$ cat config.mk
export PLATFORM = sky130hd
export DESIGN_NAME = instruction_fetch
export DESIGN_NICKNAME = d
export VERILOG_FILES = /design/src/rtl/core_pkg.sv /design/src/rtl/fetch_buffer.sv /design/src/rtl/instruction_fetch.sv
export SDC_FILE = /design/constraint.sdc
export NUM_CORES = 1
export LEC_CHECK = 0
export BUFFER_PORTS_ARGS = -buffer_cell sky130_fd_sc_hd__buf_2
export CAP_MARGIN = 40
export CORE_MARGIN = 3
export CORE_UTILIZATION = 58
export DETAILED_ROUTE_END_ITERATION = 6
export PLACE_DENSITY = 0.86
export SLEW_MARGIN = 0
export SYNTH_ARGS = -nofsm -noshare
export SYNTH_HDL_FRONTEND = slang
export SYNTH_SLANG_ARGS = --single-unit
$ cat constraint.sdc
create_clock -name clk -period 20.8 [get_ports clk]
set_input_delay 4.16 -clock clk [delete_from_list [all_inputs] [get_ports clk]]
set_output_delay 4.16 -clock clk [all_outputs]
set_load 0.1 [all_outputs]
$ cat src/rtl/core_pkg.sv
// ---------------------------------------------------------------------------
// core_pkg
// Shared types and constants for the front end of the core.
//   fetch_entry_t : one buffered fetch result, the PC and the instruction word
//                   that instruction memory returned for that PC.
//   NOP_INSTR     : canonical RISC-V NOP (addi x0,x0,0). It is shown on the
//                   decode interface while nothing valid is buffered.
//   PC_STEP       : sequential PC increment, one 32-bit instruction.
//   alignPc       : forces a byte address onto a 4-byte instruction boundary.
// ---------------------------------------------------------------------------
package core_pkg;

  localparam int DATA_WIDTH  = 64;
  localparam int INSTR_WIDTH = 32;

  typedef struct packed {
    logic [63:0] pc;
    logic [31:0] instr;
  } fetch_entry_t;

  localparam logic [31:0] NOP_INSTR = 32'h00000013;
  localparam logic [63:0] PC_STEP   = 64'd4;

  // Instructions are word aligned, so the two low address bits carry no
  // information and are always dropped.
  function automatic logic [63:0] alignPc(input logic [63:0] pc);
    return {pc[63:2], 2'b00};
  endfunction

endpackage

$ cat src/rtl/fetch_buffer.sv
// ---------------------------------------------------------------------------
// fetch_buffer
// Small synchronous FIFO of fetch_entry_t sitting between fetch and decode.
// Ports:
//   clk       : clock, all state changes on the rising edge
//   rst       : synchronous active-high reset, empties the FIFO
//   flush     : synchronous clear, discards all entries and overrides push
//   push      : write push_data at the tail this cycle
//   push_data : entry to write
//   pop       : advance the head this cycle
//   head_data : oldest entry (only meaningful while not empty)
//   count     : number of entries held, 0..DEPTH
//   full      : count == DEPTH
//   empty     : count == 0
// A push while full is accepted only when a pop happens in the same cycle,
// which keeps the FIFO at DEPTH entries and gives one entry per cycle.
// ---------------------------------------------------------------------------
module fetch_buffer
  import core_pkg::*;
#(
  parameter int DEPTH = 2,
  localparam int PTR_W = $clog2(DEPTH),
  localparam int CNT_W = PTR_W + 1
) (
  input  logic               clk,
  input  logic               rst,
  input  logic               flush,
  input  logic               push,
  input  fetch_entry_t       push_data,
  input  logic               pop,
  output fetch_entry_t       head_data,
  output logic [CNT_W-1:0]   count,
  output logic               full,
  output logic               empty
);

  fetch_entry_t     r_storage [DEPTH];
  logic [PTR_W-1:0] r_head;
  logic [PTR_W-1:0] r_tail;
  logic [CNT_W-1:0] r_count;

  logic w_doPush;
  logic w_doPop;

  assign full  = (r_count == CNT_W'(DEPTH));
  assign empty = (r_count == '0);
  assign count = r_count;

  // Guard against misuse: popping an empty FIFO is ignored, and a push into
  // a full FIFO only lands when the head is leaving in the same cycle.
  assign w_doPop  = pop && !empty;
  assign w_doPush = push && !flush && (!full || w_doPop);

  assign head_data = r_storage[r_head];

  // Pointer and occupancy bookkeeping. DEPTH is a power of two, so the
  // pointers wrap for free when they overflow their width.
  always_ff @(posedge clk) begin
    if (rst || flush) begin
      r_head  <= '0;
      r_tail  <= '0;
      r_count <= '0;
    end else begin
      if (w_doPush) begin
        r_tail <= r_tail + PTR_W'(1);
      end
      if (w_doPop) begin
        r_head <= r_head + PTR_W'(1);
      end
      case ({w_doPush, w_doPop})
        2'b10:   r_count <= r_count + CNT_W'(1);
        2'b01:   r_count <= r_count - CNT_W'(1);
        default: r_count <= r_count;
      endcase
    end
  end

  // Storage needs no reset: nothing reads it until an entry has been written,
  // because the consumer masks the head while the FIFO is empty.
  always_ff @(posedge clk) begin
    if (w_doPush) begin
      r_storage[r_tail] <= push_data;
    end
  end

endmodule

$ cat src/rtl/instruction_fetch.sv
// ---------------------------------------------------------------------------
// instruction_fetch
// Fetch stage: owns the PC, addresses instruction memory, and captures
// {pc, instruction} pairs into fetch_buffer, which feeds decode through a
// valid/ready handshake. A one-cycle redirect from execute flushes the
// buffer and reloads the PC.
// Ports:
//   clk            : clock
//   rst            : synchronous active-high reset
//   imem_addr      : byte address to instruction memory (the PC register)
//   imem_instr     : instruction returned combinationally for imem_addr
//   redirect_valid : execute requests a PC change this cycle
//   redirect_pc    : redirect target, low two bits ignored
//   if_valid       : buffer head holds an instruction for decode
//   if_ready       : decode accepts the head this cycle
//   if_pc          : PC of the head instruction (0 when empty)
//   if_instr       : head instruction (NOP when empty)
//   if_pc_plus4    : if_pc + 4, wrapping at 2^64
// ---------------------------------------------------------------------------
module instruction_fetch
  import core_pkg::*;
#(
  parameter logic [63:0] RESET_PC = 64'h0,
  parameter int          DEPTH    = 2,
  localparam int         CNT_W    = $clog2(DEPTH) + 1
) (
  input  logic                   clk,
  input  logic                   rst,
  output logic [DATA_WIDTH-1:0]  imem_addr,
  input  logic [INSTR_WIDTH-1:0] imem_instr,
  input  logic                   redirect_valid,
  input  logic [DATA_WIDTH-1:0]  redirect_pc,
  output logic                   if_valid,
  input  logic                   if_ready,
  output logic [DATA_WIDTH-1:0]  if_pc,
  output logic [INSTR_WIDTH-1:0] if_instr,
  output logic [DATA_WIDTH-1:0]  if_pc_plus4
);

  logic [63:0]      r_pc;

  fetch_entry_t     w_pushData;
  fetch_entry_t     w_head;
  logic [CNT_W-1:0] w_count;
  logic             w_full;
  logic             w_empty;
  logic             w_pop;
  logic             w_push;

  // The PC is a register, so the memory address never depends on any input
  // in the current cycle.
  assign imem_addr = r_pc;

  // Decode sees the head only when the buffer holds something. Everything
  // here is derived from registered buffer state, so if_ready cannot reach
  // if_valid, if_pc or if_instr combinationally.
  assign if_valid    = !w_empty;
  assign if_pc       = w_empty ? 64'h0 : w_head.pc;
  assign if_instr    = w_empty ? NOP_INSTR : w_head.instr;
  assign if_pc_plus4 = if_pc + PC_STEP;

  // A pop during a redirect is still a handshake from decode's point of
  // view; the flush then throws the remaining contents away.
  assign w_pop = if_valid && if_ready;

  // Fetch a new instruction whenever there is room, or room is being made
  // by a pop this cycle. Reset and redirect both suppress the fetch, since
  // the word coming back belongs to a PC that is about to be abandoned.
  assign w_push = !rst && !redirect_valid && (!w_full || w_pop);

  assign w_pushData = '{pc: r_pc, instr: imem_instr};

  // PC update: reset beats redirect, redirect beats sequential advance, and
  // with no push the PC holds so the memory address stays stable on a stall.
  always_ff @(posedge clk) begin
    if (rst) begin
      r_pc <= alignPc(RESET_PC);
    end else if (redirect_valid) begin
      r_pc <= alignPc(redirect_pc);
    end else if (w_push) begin
      r_pc <= r_pc + PC_STEP;
    end
  end

  fetch_buffer #(
    .DEPTH (DEPTH)
  ) u_fetchBuffer (
    .clk       (clk),
    .rst       (rst),
    .flush     (redirect_valid),
    .push      (w_push),
    .push_data (w_pushData),
    .pop       (w_pop),
    .head_data (w_head),
    .count     (w_count),
    .full      (w_full),
    .empty     (w_empty)
  );

  // Occupancy can never exceed the configured depth.
  assert property (@(posedge clk) disable iff (rst) w_count <= CNT_W'(DEPTH));

endmodule

Word level (Yosys, flattened, before mapping)
Memories as Yosys holds them, arrays and structs flattened. A register that Yosys moved wholly into a read port is not among the register bits.
Cells that the tools add are included.

word-level totals
  flip-flop bits (word level) = 68
  memory bits (writable) = 192
  bits of input ports = 100
  output and inout bits = 225
  word-level logic and storage cells = 41
  memories = 1

memories
  name                     words  bits a word  read ports  clocked after memory_dff  write ports  line                RTL
  u_fetchBuffer.r_storage  2      96           1           1                         1            fetch_buffer.sv:37  fetch_entry_t r_storage [DEPTH];

cells by class
  add/sub/neg operators = 6
  equal/unequal tests = 3
  mux-type cells = 9
  reduce and logical (&&, ||, !) cells = 17

operators with widths
  kind                                               number
  two-way mux 64 bit                                 3
  adder 64 x 3 -> 64 bit (second input constant)     2
  two-way mux 32 bit                                 1
  logical AND 1 bit                                  6
  == test 2 bit (second input constant)              2
  zero test 1 bit                                    4
  two-way mux 1 bit                                  4
  one-hot mux 2 bit (2 select lines)                 1
  nonzero test 2 bit                                 2
  logical OR 1 bit                                   3
  adder 1 bit (second input constant)                2
  adder 2 x 1 -> 2 bit (second input constant)       1
  == test 2 x 1 -> 1 bit (second input constant)     1
  zero test 2 bit                                    1
  OR reduction 2 bit                                 1
  subtractor 2 x 1 -> 2 bit (second input constant)  1

Longest topological paths before layout
Gate-level depths: netlist (run 1).

  depth after elaboration = 9
  mapped depth = 18
  gate-level depth less buffers = 11

Cells and area by module
A second synthesis (run 1) with hierarchy kept.

second synthesis, totals
  cells, all modules = 1170
  area total of the unflattened synthesis = 13180.1 sq um

modules (own cells, without submodules)
  module             instances  cells an instance  area each (sq um)  sequential area each (sq um)
  fetch_buffer       1          330                7203.2             5865.6
  instruction_fetch  1          840                5977.0             1241.2

Worst setup path before layout (run 1)
OpenSTA, ideal clock, no wires.

  path kind = register to output
  from = reg with a tool-made name
  to = out if_pc_plus4[40]
  data arrival time = 6.330 ns
  data required time = 16.640 ns
  path slack = 10.310 ns
  cell stages (with the launch flop) = 18
  buffers on the path = 7
  cells stage by stage = dfxtp_1 -> buf_6 -> buf_6 -> buf_6 -> buf_4 -> buf_4 -> buf_4 -> buf_2 -> mux2_2 -> nand2_1 -> inv_1 -> ha_1 -> inv_1 -> a2111oi_1 -> nand2_1 -> nor4_4 -> nand4_1 -> xnor2_1

RTL lines
  what              line                     RTL
  end: declaration  instruction_fetch.sv:37  output logic [DATA_WIDTH-1:0] if_pc_plus4

==> impl_metrics.yaml, run 1 <==
outcome:
  status: "complete, no violations"
timing:
  setup_viol: 0
  fin_skew_ns: 0.0116
  fin_setup_tns_ns: 0
  grt_setup_unrepaired: "no"
  worst_slew_pin_slew_ns: 0.946
  period_share_pct: 46.2
  drv_slew: 0
  min_period_ns: 9.60
  slew_headroom_pct: 36.8
  hold_viol_final: 0
  max_freq_mhz: 104
floorplanning:
  die_y_um: 154
  start_util_pct: 59.9
  ios: 325
  rows: 53
  die_w_um: 154
  core-area_mm2: 0.0214
  die-area_mm2: 0.0239
clocking:
  cts_tree: "built"
  cts.sinks: 255
  clock_path_buffers: 3
  cts_root_buffer: "clkbuf_16"
  post-cts-setup-buffers: 0
  ctsResizeCount: 0
  clkTransAtPathRegs_ns: 0.06
  cts_max_level: 1
  numCtsBuffers: 26
  insertion_delay_ns: 0.52
  cts_hold_buf: 0
global_routing:
  use_met2_pct: 48.1
  grt_max_degree: 81
  met1_usage_pct: 40.9
  first_global_vias: 10100
  top_usage_layer: "met2"
  grt_util_met3_pct: 5.26
  grt_pass1_wl_um: 55800
  grtUsageTotal_pct: 29.5
  antenna_found_initial: 0
  grt_overflow_total: 0
route:
  post_drt_wl_per_cell_um: 21.0
  via_per_inst: 6.03
  drc: 0
  drtIter0Drc: 1102
  wirelength_um: 36600
  firstDrtPassIters: 5
  num_vias: 10500
  drtAntennaViolNets: 0
synth:
  ys_ff_latch: 255
  yosys_warnings: 0
  syn_avg_cell_area_um2: 11.2
  ys_async_sr_fraction_pct: 0
  syn_inst: 1145
  netlist_area_mm2: 0.0128
  synth.distinct_cells: 63
  synth_edf_count: 188
  ys.flop_type: "edfxtp_1"
  synth_seq_area_share_pct: 54.6
critical_path:
  slowest_stage: "buf_4"
  r2r_start: "u_fetchBuffer.count[0]"
  critical_path_class: "flop to output pin"
  arrival_ns: 5.44
  required_ns: 16.64
  end_kind: "output pin"
  ff2ff_setup_slack_ns: 17.58
  cpMostUsedCell: "buf_4"
  startpoint_type: "flop"
  crit_chain: "buf_4 -> buf_4 -> mux2i_1 -> a211oi_1 -> nand4_1 -> nor4_2 -> nand4b_1 -> xnor2_1 -> buf_2"
  r2r_end: "u_fetchBuffer.count[1]"
  cp_max_fo: 70
  slowest_delay_ns: 0.81
  r2r_cells: 6
placement:
  io_buffer_count: 316
  place_area_mm2: 0.0146
  hpwl_um: 26800
  dp.cells: 1695
  gp_congestion: 0.950
layout:
  postLayoutCellArea_mm2: 0.0155
  drive_gt1_share_pct: 28.3
  area_growth_pct: 21.1
  fin_cells: 1743
  nets: 1551
  antenna_cells: 0
power:
  power.leakage_nw: 5.85
  ir_drop_uv: 74.2
  powerDensity_mw_per_mm2: 84.8
  total_power_mw: 1.31
flow_run:
  cap_violations: 0
hold_path:
  whs_path_depth: 2
  min_to: "u_fetchBuffer.r_head"
  worstHoldStart: "u_fetchBuffer.r_head"
  min_path_type: "flop to flop"
layer usage:
metal  up-vias  routed length (µm)
met4         0                 923
met3        71                3490
met2       568               17200
met5         -                   0
met1      5041               15000
li1       4823                   -
through the flow:
step / utilization [%] / setup slack, ns / hold slack [ns]
3_3_place_gp: 67.9 / 11.95 / 0.493
4_1_cts: 72.5 / 11.27 / 0.526
3_5_place_dp: 68.2 / 11.86 / 0.506
6_report: 72.5 / 11.20 / 0.519
5_1_grt: 72.5 / 10.85 / 0.537
2_1_floorplan: - / 10.31 / 0.475
cells in the final DEF (no fill, tap or decap), types with 10 or more instances in the layout:
cell type	netlist	routed
buf_2	12	317
edfxtp_1	188	188
nor2_1	169	167
mux2i_1	100	100
xnor2_1	90	90
nand2_1	74	74
nand3_1	71	71
dfxtp_1	67	66
nand4_1	42	42
a211oi_1	30	30
clkbuf_16	0	28
nor3_1	26	26
a21oi_1	24	24
xor2_1	20	20
o21ai_0	18	18
inv_1	16	16
nand3b_1	16	16
nor4_1	13	13
and4_1	11	11
and3_1	11	10
worst max-delay path: cells and delay by family, from the launching register on:
| family | cells | cell delay (ns) |
|---|---|---|
| AO/OA/AOI/OAI | 1 | 0.71 |
| XOR/XNOR | 1 | 0.19 |
| buffers and inverters | 3 | 1.90 |
| flip-flops | 1 | 0.61 |
| multiplexers | 1 | 0.24 |
| AND/OR/NAND/NOR | 3 | 1.22 |
worst max-delay path by stage:
stage | to | depth (start not counted)
floorplan | if_pc_plus4[40] | 17
global placement | if_pc_plus4[57] | 9
detailed placement | if_pc_plus4[57] | 9
CTS | if_pc_plus4[57] | 9
global route | if_pc_plus4[55] | 9
finish | if_pc_plus4[57] | 9
cells by family (layout without fill, tap and decap cells):
| logic type | Yosys count | count (layout) | synth area share (%) |
|---|---|---|---|
| adders and majority gates | 3 | 3 | 0.294 |
| buffers and inverters | 78 | 396 | 3.17 |
| muxes | 103 | 103 | 8.09 |
| AOI/OAI and AO/OA | 104 | 104 | 5.80 |
| and+or+nand+nor | 491 | 491 | 20.4 |
| other | 1 | 6 | 0.0293 |
| xor gates and xnor gates | 110 | 110 | 7.53 |
| DFF | 255 | 255 | 54.6 |
sequential cells by signal, summed over array words and instances (netlist names), named ones only:
| signal | cells |
|---|---|
| imem_addr | 62 |
| u_fetchBuffer.count | 2 |
| u_fetchBuffer.r_head | 1 |
| u_fetchBuffer.r_storage | 188 |
| u_fetchBuffer.r_tail | 1 |
layout make-up:
cell class | instances | area, µm²
Timing Repair Buffer | 329 | 1720
Multi-Input combinational cell | 817 | 5430
Inverter | 19 | 71.3
Clock buffer | 34 | 763
Fill cell | 1540 | 5860
Sequential cell | 255 | 6990
Clock inverter | 14 | 165
Tap cell | 275 | 344
cells in the mapped netlist (7+ instances only):
master | n | area share (%)
buf_1 | 8 | 0.23
xnor2_1 | 90 | 6.2
and4_1 | 11 | 0.75
nor2_1 | 169 | 5.0
buf_6 | 7 | 0.62
and3_1 | 11 | 0.54
and2_1 | 7 | 0.34
mux2i_1 | 100 | 7.8
clkbuf_1 | 20 | 0.59
a21oi_1 | 24 | 0.94
dfxtp_1 | 67 | 10
nor3_1 | 26 | 1.0
nand4_1 | 42 | 2.1
buf_4 | 12 | 0.70
nand3_1 | 71 | 2.8
o21ai_0 | 18 | 0.70
inv_1 | 16 | 0.47
buf_2 | 12 | 0.47
xor2_1 | 20 | 1.4
nor4_1 | 13 | 0.64
edfxtp_1 | 188 | 44
nand3b_1 | 16 | 0.94
a211oi_1 | 30 | 1.8
or3_1 | 8 | 0.39
nand2_1 | 74 | 2.2
report_power, final:
part / internal (mW) / total (mW) / switching, mW
clock: 0.298 / 0.496 / 0.198
sequential: 0.567 / 0.591 / 0.0245
combinational: 0.0396 / 0.226 / 0.187
Note: power is estimated with default switching activity, not from simulation.
==> run 2: changes to the inputs <==
--- a/config.mk
+++ b/config.mk
@@ -5,12 +5,13 @@
 export SDC_FILE = /design/constraint.sdc
 export NUM_CORES = 1
 export LEC_CHECK = 0
+export ABC_AREA = 1
 export BUFFER_PORTS_ARGS = -buffer_cell sky130_fd_sc_hd__buf_2
 export CAP_MARGIN = 40
 export CORE_MARGIN = 3
-export CORE_UTILIZATION = 58
+export CORE_UTILIZATION = 56
 export DETAILED_ROUTE_END_ITERATION = 6
-export PLACE_DENSITY = 0.86
+export PLACE_DENSITY = 0.82
 export SLEW_MARGIN = 0
 export SYNTH_ARGS = -nofsm -noshare
 export SYNTH_HDL_FRONTEND = slang
==> constraint.sdc (replaced) <==
create_clock -name clk -period 8.9 [get_ports clk]
set_input_delay 1.78 -clock clk [delete_from_list [all_inputs] [get_ports clk]]
set_output_delay 1.78 -clock clk [all_outputs]
set_load 0.1 [all_outputs]
==> run 2 against run 1 <==
  * Wire length up 42%
  * Count of clock-buffer cells in the layout down 2
  * Synthesized cell count up 81%
  * Sequential share of layout area down 5.8 points
  * Final cell count up 56%
  * Critical endpoint is now if_pc_plus4[39]
  * Highest routed layer unchanged
==> impl_metrics.yaml, run 2 <==
outcome:
  status: "complete, no violations"
critical_path:
  arrival_ns: 4.07
  slowest_stage: "nor2_4"
  slowest_delay_ns: 0.70
  ff2ff_setup_slack_ns: 5.91
  r2r_start: "imem_addr[3]"
  r2r_end: "imem_addr[44]"
  end_kind: "output pin"
  required_ns: 7.12
  startpoint_type: "flop"
  critPathLaunch: "u_fetchBuffer.count[1]"
  cp_max_fo: 51
  r2r_cells: 10
  crit_chain: "nor2_4 -> buf_4 -> nor2_1 -> nand2_1 -> nor2_1 -> nand2_1 -> nor2_1 -> nand2_1 -> inv_1 -> nand3_1 -> nand2_1 -> nand2_1 -> buf_2"
  critical_path_class: "flop to output pin"
  cpMostUsedCell: "nand2_1"
layout:
  postLayoutCellArea_mm2: 0.0178
  final_common_cell: "nand2_1"
  layout.cells.most_common_list: "nand2_1 (608), nor2_1 (437), buf_2 (316)"
  fillers: 2234
  final_core_util_pct: 67.5
  largest_reg_flops: 188
  drive_gt1_share_pct: 21.1
  area_growth_pct: 17.9
  regMostFlops: "u_fetchBuffer.r_storage"
  antenna_cells: 0
  nets: 2464
synth:
  ys_ff_latch: 255
  synth_edf_count: 188
  ys.flop_type: "edfxtp_1"
  synth.distinct_cells: 46
  netlist_area_mm2: 0.0151
  ys_async_sr_fraction_pct: 0
  synth_seq_area_share_pct: 46.4
  yosys_warnings: 0
  synth.most_common_cell: "nand2_1"
  synth_top_cell_by_area: "edfxtp_1"
  netlist_top_cells_count: "nand2_1 (608), nor2_1 (439), inv_1 (192)"
  syn_inst: 2067
  yosys.area.top_type_share_pct: 37.5
  synthTopCellsByArea: "edfxtp_1 (37%), nand2_1 (15%), nor2_1 (11%), dfxtp_1 (8.9%), inv_1 (4.8%)"
  syn_avg_cell_area_um2: 7.29
route:
  drtIter0Drc: 1876
  drtAntennaViolNets: 0
  firstDrtPassIters: 5
  via_per_inst: 5.59
  post_drt_wl_per_cell_um: 19.1
  wirelength_um: 52000
  num_vias: 15200
  drc: 0
power:
  power.leakage_nw: 7.87
  ir_drop_uv: 171
  total_power_mw: 3.07
  powerDensity_mw_per_mm2: 173
timing:
  min_period_ns: 5.85
  period_share_pct: 65.8
  hold_viol_final: 0
  slew_headroom_pct: 41.1
  setup_viol: 0
  fin_setup_tns_ns: 0
  fin_ws_ns: 3.05
  fin_skew_ns: 0.0163
  drv_slew: 0
  max_freq_mhz: 171
  worst_slew_pin_slew_ns: 0.881
  grt_setup_unrepaired: "no"
clocking:
  cts_tree: "built"
  insertion_delay_ns: 0.55
  post-cts-setup-buffers: 0
  cts_max_level: 1
  cts.sinks: 255
  cts_hold_buf: 0
  numCtsBuffers: 27
  cts_root_buffer: "clkbuf_16"
  clock_path_buffers: 3
  ctsResizeCount: 0
  clkTransAtPathRegs_ns: 0.06
global_routing:
  grt_max_degree: 88
  grtUsageTotal_pct: 35.2
  antenna_found_initial: 0
  first_global_vias: 13900
  grt_pass1_wl_um: 78500
  grt_overflow_total: 0
hold_path:
  worstHoldStart: "u_fetchBuffer.r_head"
  min_to: "u_fetchBuffer.r_head"
  whs_path_depth: 1
  min_path_type: "flop to flop"
floorplanning:
  die_y_um: 170
  die_w_um: 170
  start_util_pct: 57.3
  rows: 59
  ios: 325
  core-area_mm2: 0.0263
  die-area_mm2: 0.0289
placement:
  place_area_mm2: 0.0169
  pre_cts_ws_ns: 3.64
  io_buffer_count: 316
  hpwl_um: 39700
  gp_congestion: 0.997
flow_run:
  cap_violations: 0
==> run 2: logic make-up after synthesis <==
logic type,Yosys count,share of synthesized area (%)
DFF,255,46.4
and+or+nand+nor,1318,37.0
buffers and inverters,267,7.40
adders and majority gates,3,0.249
xor gates and xnor gates,37,2.15
other,1,0.0249
AOI/OAI and AO/OA,186,6.76
==> run 2: layout make-up <==
class | instances | area (µm²) | share of cell area [%]
timing repair buffer | 329 | 1760 | 9.91
clock inverter | 17 | 145 | 0.818
sequential | 255 | 6990 | 39.4
clock buffer | 32 | 694 | 3.91
tap | 335 | 419 | 2.36
inverter | 198 | 746 | 4.20
multi-input combinational | 1550 | 7000 | 39.4
==> run 2: where the power goes <==
group,internal (mW),switching (mW)
registers,1.33,0.0647
logic,0.100,0.501
clock network,0.595,0.476
total,2.02,1.04
==> run 2: worst max-delay path by stage <==
| stage | depth (start not counted) | to |
|---|---|---|
| floorplan | 4 | u_fetchBuffer.r_storage[1][0] |
| global placement | 12 | if_pc_plus4[58] |
| detailed placement | 11 | if_pc_plus4[31] |
| CTS | 11 | if_pc_plus4[31] |
| global route | 13 | if_pc_plus4[39] |
| finish | 13 | if_pc_plus4[39] |
==> run 2: metrics by stage <==
stage | hold slack, ns | cells
detailed placement | 0.457 | 2667
floorplan | 0.425 | 2072
finish | 0.526 | 2716
CTS | 0.510 | 2716
global route | 0.524 | 2716
global placement | 0.432 | 2663
==> run 2: worst max-delay path, delay by kind of cell, from the launching register on <==
family        cells  cell delay, ns
flops             1            0.38
simple gates     10            1.86
buf+inv           3            1.21
==> run 2: layer usage <==
layer | global-route usage [%] | wire length, µm | up-vias | part of all wire [%]
met2 | 58.5 | 24200 | 862 | 47
met4 | 13.4 | 2220 | 0 | 4.3
met1 | 47.3 | 20600 | 7026 | 40
met5 | 0 | 0 | - | 0
li1 | - | - | 7199 | -
met3 | 4.58 | 4910 | 109 | 9.5
